===== config.mk =====
export PLATFORM = sky130hd
export DESIGN_NAME = pwm_capture
export DESIGN_NICKNAME = d
export VERILOG_FILES = /design/src/rtl/pwm_capture.sv
export SDC_FILE = /design/constraint.sdc
export NUM_CORES = 1
export LEC_CHECK = 0
export CAP_MARGIN = 10
export CORE_MARGIN = 1
export CORE_UTILIZATION = 60
export CTS_BUF_LIST = sky130_fd_sc_hd__clkbuf_4 sky130_fd_sc_hd__clkbuf_8
export DETAILED_ROUTE_END_ITERATION = 16
export PLACE_DENSITY_LB_ADDON = 0.3
export RECOVER_POWER = 25
export SLEW_MARGIN = 20
export SYNTH_ARGS = -nofsm -noshare
export SYNTH_HDL_FRONTEND = slang
export SYNTH_SLANG_ARGS = --single-unit
export TNS_END_PERCENT = 10

===== constraint.sdc =====
create_clock -name clk -period 2.4 [get_ports clk]
set_input_delay 0.48 -clock clk [delete_from_list [all_inputs] [get_ports clk]]
set_output_delay 0.48 -clock clk [all_outputs]
set_load 0.02 [all_outputs]

===== src/rtl/pwm_capture.sv =====
// -----------------------------------------------------------------------------
// pwm_capture
//
// Measures an asynchronous PWM input against a nominal frame and reports the
// high time of each accepted frame as an 11-bit duty word. A frame runs from
// one rising edge to the next. A frame is accepted when its period lies within
// PERIOD +/- TOL. If no rising edge arrives within TIMEOUT clocks, the input
// is declared stuck.
//
// Parameters:
//   PERIOD   nominal clocks between rising edges
//   TOL      allowed +/- period deviation (inclusive)
//   TIMEOUT  clocks without a rising edge before stuck is declared (<= 4095)
//
// Ports:
//   clk       system clock
//   rst_n     asynchronous active-low reset
//   pwm_in    asynchronous PWM input
//   duty      last accepted high time in clocks, saturated to 0x7FF
//   duty_vld  one-clock pulse when duty is updated by a valid frame
//   per_err   one-clock pulse when a frame's period is out of tolerance
//   stuck     level; set on timeout, cleared by the next valid frame
//   synch     one-clock pulse on every detected rising edge
// -----------------------------------------------------------------------------
module pwm_capture #(
  parameter int PERIOD  = 2048,
  parameter int TOL     = 8,
  parameter int TIMEOUT = 4095
) (
  input  logic        clk,
  input  logic        rst_n,
  input  logic        pwm_in,
  output logic [10:0] duty,
  output logic        duty_vld,
  output logic        per_err,
  output logic        stuck,
  output logic        synch
);

  localparam logic [11:0] CNT_MAX   = 12'hFFF;
  localparam logic [11:0] PER_LO    = 12'(PERIOD - TOL);
  localparam logic [11:0] PER_HI    = 12'(PERIOD + TOL);
  localparam logic [11:0] TIMEOUT_C = 12'(TIMEOUT);

  typedef enum logic [1:0] {
    IDLE = 2'd0,
    HIGH = 2'd1,
    LOW  = 2'd2
  } state_t;

  state_t      r_state;
  logic        r_s1;
  logic        r_s2;
  logic        r_s3;
  logic [11:0] r_per_cnt;
  logic [11:0] r_high_cnt;
  logic [10:0] r_duty;
  logic        r_duty_vld;
  logic        r_per_err;
  logic        r_stuck;
  logic        r_synch;

  logic        w_rise;
  logic        w_fall;
  logic        w_per_ok;
  logic        w_timeout;
  logic [10:0] w_high_sat;

  assign w_rise    = r_s2 & ~r_s3;
  assign w_fall    = ~r_s2 & r_s3;
  // Evaluated against the counter values from before the reload on rise.
  assign w_per_ok  = (r_per_cnt >= PER_LO) && (r_per_cnt <= PER_HI);
  assign w_timeout = (r_per_cnt == TIMEOUT_C);

  // NOTE: every signal assigned in always_comb gets a default first so that no
  // path leaves it unassigned, which would otherwise infer a latch.
  always_comb begin
    w_high_sat = 11'h7FF;
    if (r_high_cnt[11] == 1'b0) w_high_sat = r_high_cnt[10:0];
  end

  // NOTE: sequential state is updated only with non-blocking assignments so
  // every flop samples the pre-edge values regardless of statement order.
  always_ff @(posedge clk or negedge rst_n) begin
    if (!rst_n) begin
      r_state    <= IDLE;
      r_s1       <= 1'b0;
      r_s2       <= 1'b0;
      r_s3       <= 1'b0;
      r_per_cnt  <= '0;
      r_high_cnt <= '0;
      r_duty     <= '0;
      r_duty_vld <= 1'b0;
      r_per_err  <= 1'b0;
      r_stuck    <= 1'b0;
      r_synch    <= 1'b0;
    end else begin
      r_s1 <= pwm_in;
      r_s2 <= r_s1;
      r_s3 <= r_s2;

      // Counters saturate rather than wrap, so a dead input cannot alias
      // back into the valid period window.
      if (w_rise)                     r_per_cnt <= 12'd1;
      else if (r_per_cnt != CNT_MAX)  r_per_cnt <= r_per_cnt + 12'd1;

      if (w_rise)                             r_high_cnt <= 12'd1;
      else if (r_s2 && r_high_cnt != CNT_MAX) r_high_cnt <= r_high_cnt + 12'd1;

      r_duty_vld <= 1'b0;
      r_per_err  <= 1'b0;
      r_synch    <= w_rise;

      case (r_state)
        IDLE: begin
          // First edge after reset or timeout only opens a frame.
          if (w_rise) r_state <= HIGH;
        end
        HIGH, LOW: begin
          if (w_rise) begin
            // A rise takes priority over a coincident timeout.
            r_state <= HIGH;
            if (w_per_ok) begin
              r_duty     <= w_high_sat;
              r_duty_vld <= 1'b1;
              r_stuck    <= 1'b0;
            end else begin
              r_per_err <= 1'b1;
            end
          end else if (w_timeout) begin
            r_state <= IDLE;
            r_stuck <= 1'b1;
            r_duty  <= r_s2 ? 11'h7FF : 11'h000;
          end else if (r_state == HIGH && w_fall) begin
            r_state <= LOW;
          end
        end
        default: r_state <= IDLE;
      endcase
    end
  end

  assign duty     = r_duty;
  assign duty_vld = r_duty_vld;
  assign per_err  = r_per_err;
  assign stuck    = r_stuck;
  assign synch    = r_synch;

endmodule


==> results of run 1 <==
[routing by layer]
| layer | vias up | GRT usage [%] | wire [um] |
|---|---|---|---|
| met5 | - | 0 | 0 |
| met2 | 63 | 40.2 | 2160 |
| li1 | 897 | - | - |
| met4 | 0 | 7.67 | 42 |
| met1 | 898 | 37.1 | 2350 |
| met3 | 7 | 6.25 | 293 |
[worst paths after layout]
check                           endpoint  slack, ns  cells past startpoint
max in group asynchronous   r_per_cnt[9]       0.98                      2
min                        r_high_cnt[0]       0.25                      1
min in group clk                    r_s2       0.37                      0
min reg2reg                         r_s2       0.37                      0
max                              duty[1]       0.37                      6
max reg2reg                      duty[1]       0.37                      6
[cell families after synthesis]
group,after synthesis,synth area share (%)
adders and majority gates,7,3.80
and+or+nand+nor,101,22.7
buffers and inverters,21,3.80
xor gates and xnor gates,2,0.761
AOI/OAI and AO/OA,50,14.1
DFF,44,47.8
muxes,11,7.01
[Yosys cell counts (2+ instances only)]
library cell | instances | share of area [%]
o311ai_0 | 2 | 0.76
and3_1 | 4 | 1.1
nand4_1 | 8 | 2.2
or3_1 | 6 | 1.6
nor4_1 | 2 | 0.54
inv_1 | 8 | 1.3
a2111oi_0 | 2 | 0.76
nor2_1 | 33 | 5.4
a31oi_1 | 7 | 1.9
a31o_2 | 2 | 0.76
or4_1 | 2 | 0.65
and4_1 | 4 | 1.5
a21oi_1 | 11 | 2.4
o31ai_1 | 3 | 0.98
nand2_1 | 14 | 2.3
ha_1 | 7 | 3.8
o41ai_1 | 3 | 1.1
dfrtp_1 | 44 | 48
o21ai_0 | 12 | 2.6
mux2_4 | 10 | 6.5
nor3_1 | 8 | 1.7
nand3_1 | 9 | 2.0
clkbuf_1 | 9 | 1.5
[final cells by class]
type	instances	area, um2
well taps	48	60.1
inverters	9	33.8
repair buffers	23	205
fillers	281	1040
multi-input cells	171	1110
flip-flops and latches	44	1100
clock buffers	6	76.3
clock inverters	2	35.0
[power by group through the flow]
stage          sequential [mW]  combinational (mW)  clock [mW]
6_report                 0.887               0.308       0.565
5_1_grt                  0.899               0.356       0.611
4_1_cts                  0.885               0.309       0.573
3_5_place_dp             0.900               0.306           0
3_3_place_gp             0.892               0.294           0
2_1_floorplan            0.878               0.227           0
[flip-flops by register name, summed over array words and instances (netlist names)]
| register | flops |
|---|---|
| r_s1 | 1 |
| r_s3 | 1 |
| r_high_cnt | 12 |
| synch | 1 |
| per_err | 1 |
| r_per_cnt | 12 |
| stuck | 1 |
| r_state | 2 |
| r_s2 | 1 |
| duty | 11 |
| duty_vld | 1 |
[per-stage QoR]
step / std cells / hold WS (ns) / worst slack (ns)
2_1_floorplan: 236 / 0.184 / 0.540
3_3_place_gp: 295 / 0.344 / 0.459
3_5_place_dp: 295 / 0.343 / 0.405
4_1_cts: 303 / 0.0842 / 0.386
5_1_grt: 303 / 0.301 / 0.272
6_report: 303 / 0.246 / 0.371
[worst max-delay path, cell delays in order (launching register included)]
cell,delay (ns)
dfrtp_1,0.45
ha_1,0.21
nand3_1,0.15
or3_1,0.37
o211a_1,0.23
buf_4,0.20
mux2_4,0.31
==> impl_metrics.ini, run 1 <==
[run_status]
outcome = finished, final reports clean

[placed_design]
place.gp.congestion = 0.848
port_buffers = 17
hpwl_um = 3390
place_area_um2 = 2520

[timing]
finalCriticalPeriod_ns = 2.03
period_share_pct = 84.5
final-max-slew-violation-count = 0
setup_viol = 0
rsz0062_at_grt = no
skew_ns = 0.00796
finalSetupTns_ns = 0
relSlewSlack_pct = 46.4
fmax_mhz = 493
worst_pin_slew_ns = 0.804
finalHoldViolations = 0

[yosys]
ys_async_sr_fraction_pct = 100
syn_area_um2 = 2300
ys_ff_latch = 44
ys_types = 49
ys_seq_area_share_pct = 47.8
synth_edf_count = 0
yosysWarnings = 0
avgSynthCellArea_um2 = 9.76
synthFlopType = dfrtp_1
synth_nets = 246
synthCells = 236

[finish]
most-common-layout-cells = dfrtp_1 (44), nor2_1 (33), clkdlybuf4s50_1 (15), nand2_1 (14), o21ai_0 (12)
final_nets = 264
final_core_util_pct = 71.7
drive_above_1_share_pct = 11.4
fin_area_um2 = 2630
num_antenna_cells = 0
layout_commonest_cell = dfrtp_1
area_growth_syn_to_layout_pct = 14.0

[critical_path]
reg2reg_from = r_per_cnt[0]
worst-setup-path-type = register to register
endpoint_kind = register
crit_path_max_fanout = 11
crit_required_ns = 2.58
critPathLaunch = r_per_cnt[0]
cp.arrival_ns = 2.21
worstSetupStartpointType = register

[die]
dieArea_um2 = 4090
dieHeight_um = 63.9
core_um2 = 3660
placementRows = 22
pin_count = 18
die_width_um = 63.9
start_util_pct = 62.9

[pwr]
pwr-share-clk_pct = 32.1
p_sw_share_pct = 29.1
internal-power_mw = 1.25
p_seq_share_pct = 50.4
power_mw = 1.76
switchingPower_mw = 0.512
p_leak_nw = 1.16
ir_drop_v = 0.000617
pwr-share-comb_pct = 17.5
p_per_area_nw_per_um2 = 671

[cts]
path_clk_slew_ns = 0.08
h-tree-depth = 2
clk_path_buf_depth = 2
cts_hold_buffers = 0
cts_sinks = 44
cts_resized = 0
clock_latency_ns = 0.29
cts_tree = yes
cts-root-buf = clkbuf_8
postCtsSetupRepairBufs = 0
cts_buffers = 5

[detailed_routing]
avgRoutedWirePerCell_um = 16.0
drcViolationCount = 0
drt_first_pass_iters = 4
antenna_left = 0
routed_wl_um = 4840
num_vias = 1865
first_iter_violations = 130
vias_per_cell = 6.16

[grt]
grt_pass1_vias = 1795
grt-ovfl-total = 0
grt_max_degree = 17
grt_pass1_wl_um = 8180
grt_use_total_pct = 26.3
antenna_found_initial = 0

[min_path]
min_path_type = input port to async pin

[run]
max_cap_viol_count = 0
No activity file was read; power rests on OpenSTA's default activity.
==> run 2, diff against run 1 <==
- CORE_UTILIZATION: 60 -> 54
- clock period: 2.4 -> 1.85 ns (I/O delays scaled with it)
==> impl_metrics.ini, run 2 (synthesized netlist as in run 1, its figures left out) <==
[run_status]
outcome = complete, but fails checks
violations = negative setup slack

[grt]
antenna_found_initial = 0
grt_max_degree = 45
grt_pass1_wl_um = 8580
grt-ovfl-total = 0
grt_use_total_pct = 25.8
grt_pass1_vias = 1832

[critical_path]
crit_chain = nand3_1 > or3_4 > o211a_4 > buf_12 > mux2_4
critPathMaxStageDelay_ns = 0.43
cp.arrival_ns = 2.04
crit_buf_inv = 1
reg2reg_from = r_per_cnt[8]
crit_slowest_cell = dfrtp_1
crit_path_max_fanout = 6
worst-setup-path-type = register to register
r2r_end = duty[9]
worstSetupStartpointType = register
r2r_slack_ns = -0.003
crit_required_ns = 2.03
path_delay_family = simple AND/OR/NAND/NOR gates
ff2ff_path_depth = 5
critPathLaunch = r_per_cnt[8]
endpoint_kind = register

[detailed_routing]
vias_per_cell = 6.04
drcViolationCount = 0
avgRoutedWirePerCell_um = 16.5
first_iter_violations = 196
num_vias = 2019
routed_wl_um = 5520
drt_first_pass_iters = 5
antenna_left = 0

[finish]
layout_commonest_cell = dfrtp_1
drive_above_1_share_pct = 25.0
final_nets = 293
final_core_util_pct = 72.2
area_growth_syn_to_layout_pct = 27.3
most-common-layout-cells = dfrtp_1 (44), nor2_1 (33), buf_4 (32), clkdlybuf4s50_1 (15), nand2_1 (14)
fin_cells = 334
fin_area_um2 = 2930
nFillCells = 296
num_antenna_cells = 0

[timing]
final-max-slew-violation-count = 0
rsz0062_at_grt = yes
period_share_pct = 100
relSlewSlack_pct = 27.8
finalHoldViolations = 0
worst_slack_ns = -0.00340
skew_ns = 0.0111
fmax_mhz = 540
finalCriticalPeriod_ns = 1.85
worst_pin_slew_ns = 1.08
setup_viol = 2

[die]
placementRows = 23
die_width_um = 67.3
dieArea_um2 = 4530
start_util_pct = 56.7
core_um2 = 4060
pin_count = 18
dieHeight_um = 67.3

[placed_design]
dp.cells = 321
pre_cts_ws_ns = -0.0186
place_area_um2 = 2720
place.gp.congestion = 0.885
port_buffers = 17
hpwl_um = 3710

[pwr]
internal-power_mw = 1.73
switchingPower_mw = 0.716
power_mw = 2.45
p_per_area_nw_per_um2 = 834
p_sw_share_pct = 29.3
ir_drop_v = 0.000587
p_seq_share_pct = 46.0
pwr-share-comb_pct = 23.7
p_leak_nw = 1.33
pwr-share-clk_pct = 30.3

[cts]
cts_hold_buffers = 0
clk_path_buf_depth = 2
cts-root-buf = clkbuf_8
cts_tree = yes
cts_buffers = 5
clock_latency_ns = 0.29
path_clk_slew_ns = 0.09
h-tree-depth = 2
cts_sinks = 44

[run]
max_cap_viol_count = 0

[min_path]
min_path_type = input port to async pin
-- run 2: changes by cell type in the layout (fill, tap and decap cells not counted), sizes merged --
cell	previous run	this run
buf	5	35
clkbuf	8	7
-- run 2: metrics by stage --
stage          hold slack, ns   TNS, ns
2_1_floorplan          0.0744         0
3_3_place_gp            0.335         0
3_5_place_dp            0.349    -0.113
4_1_cts                 0.166    -0.291
5_1_grt                 0.370    -0.411
6_report                0.350  -0.00437
-- run 2: per-layer routing --
metal | track usage (%) | share of wire (%) | vias up
li1 | - | - | 957
met4 | 9.04 | 1.1 | 0
met3 | 4.39 | 5.7 | 8
met2 | 41.1 | 48 | 71
met1 | 35.4 | 46 | 983
met5 | 0 | 0 | -
-- run 2: power groups by stage --
stage | combinational, mW | clock [mW] | sequential (mW)
2_1_floorplan | 0.297 | 0 | 1.14
3_3_place_gp | 0.505 | 0 | 1.13
3_5_place_dp | 0.527 | 0 | 1.13
4_1_cts | 0.575 | 0.748 | 1.12
5_1_grt | 0.665 | 0.779 | 1.13
6_report | 0.580 | 0.742 | 1.12
-- run 2: area by class of cell --
| type | instances | area, um2 | share of cell area [%] |
|---|---|---|---|
| Multi-Input combinational cell | 171 | 1160 | 39.7 |
| Tap cell | 50 | 62.6 | 2.13 |
| Sequential cell | 44 | 1100 | 37.6 |
| Inverter | 9 | 33.8 | 1.15 |
| Clock inverter | 2 | 35.0 | 1.20 |
| Timing Repair Buffer | 52 | 458 | 15.6 |
| Clock buffer | 6 | 76.3 | 2.60 |
-- run 2: worst reg2reg max path, cell delays in order (launching register included) --
cell	delay [ns]
dfrtp_1	0.43
nand3_1	0.17
or3_4	0.41
o211a_4	0.29
buf_12	0.15
mux2_4	0.29
-- run 2: how the worst max path moves through the flow --
| stage | end | slack [ns] | cells past startpoint |
|---|---|---|---|
| 2_1_floorplan | duty[0] | 0.01 | 6 |
| 3_3_place_gp | duty[4] | 0.06 | 6 |
| 3_5_place_dp | duty[9] | -0.02 | 7 |
| 4_1_cts | duty[9] | -0.04 | 6 |
| 5_1_grt | duty[9] | -0.05 | 5 |
| 6_report | duty[9] | -0.003 | 5 |
-- run 2: timing repair --
| action | 4_1_cts | 5_1_grt |
|---|---|---|
| pin swaps | 2 | 3 |
| gates cloned | 1 | 0 |
| setup buffers | 3 | 1 |
| resized for setup | 7 | 3 |
| endpoints found under the setup margin | 10 | 17 |
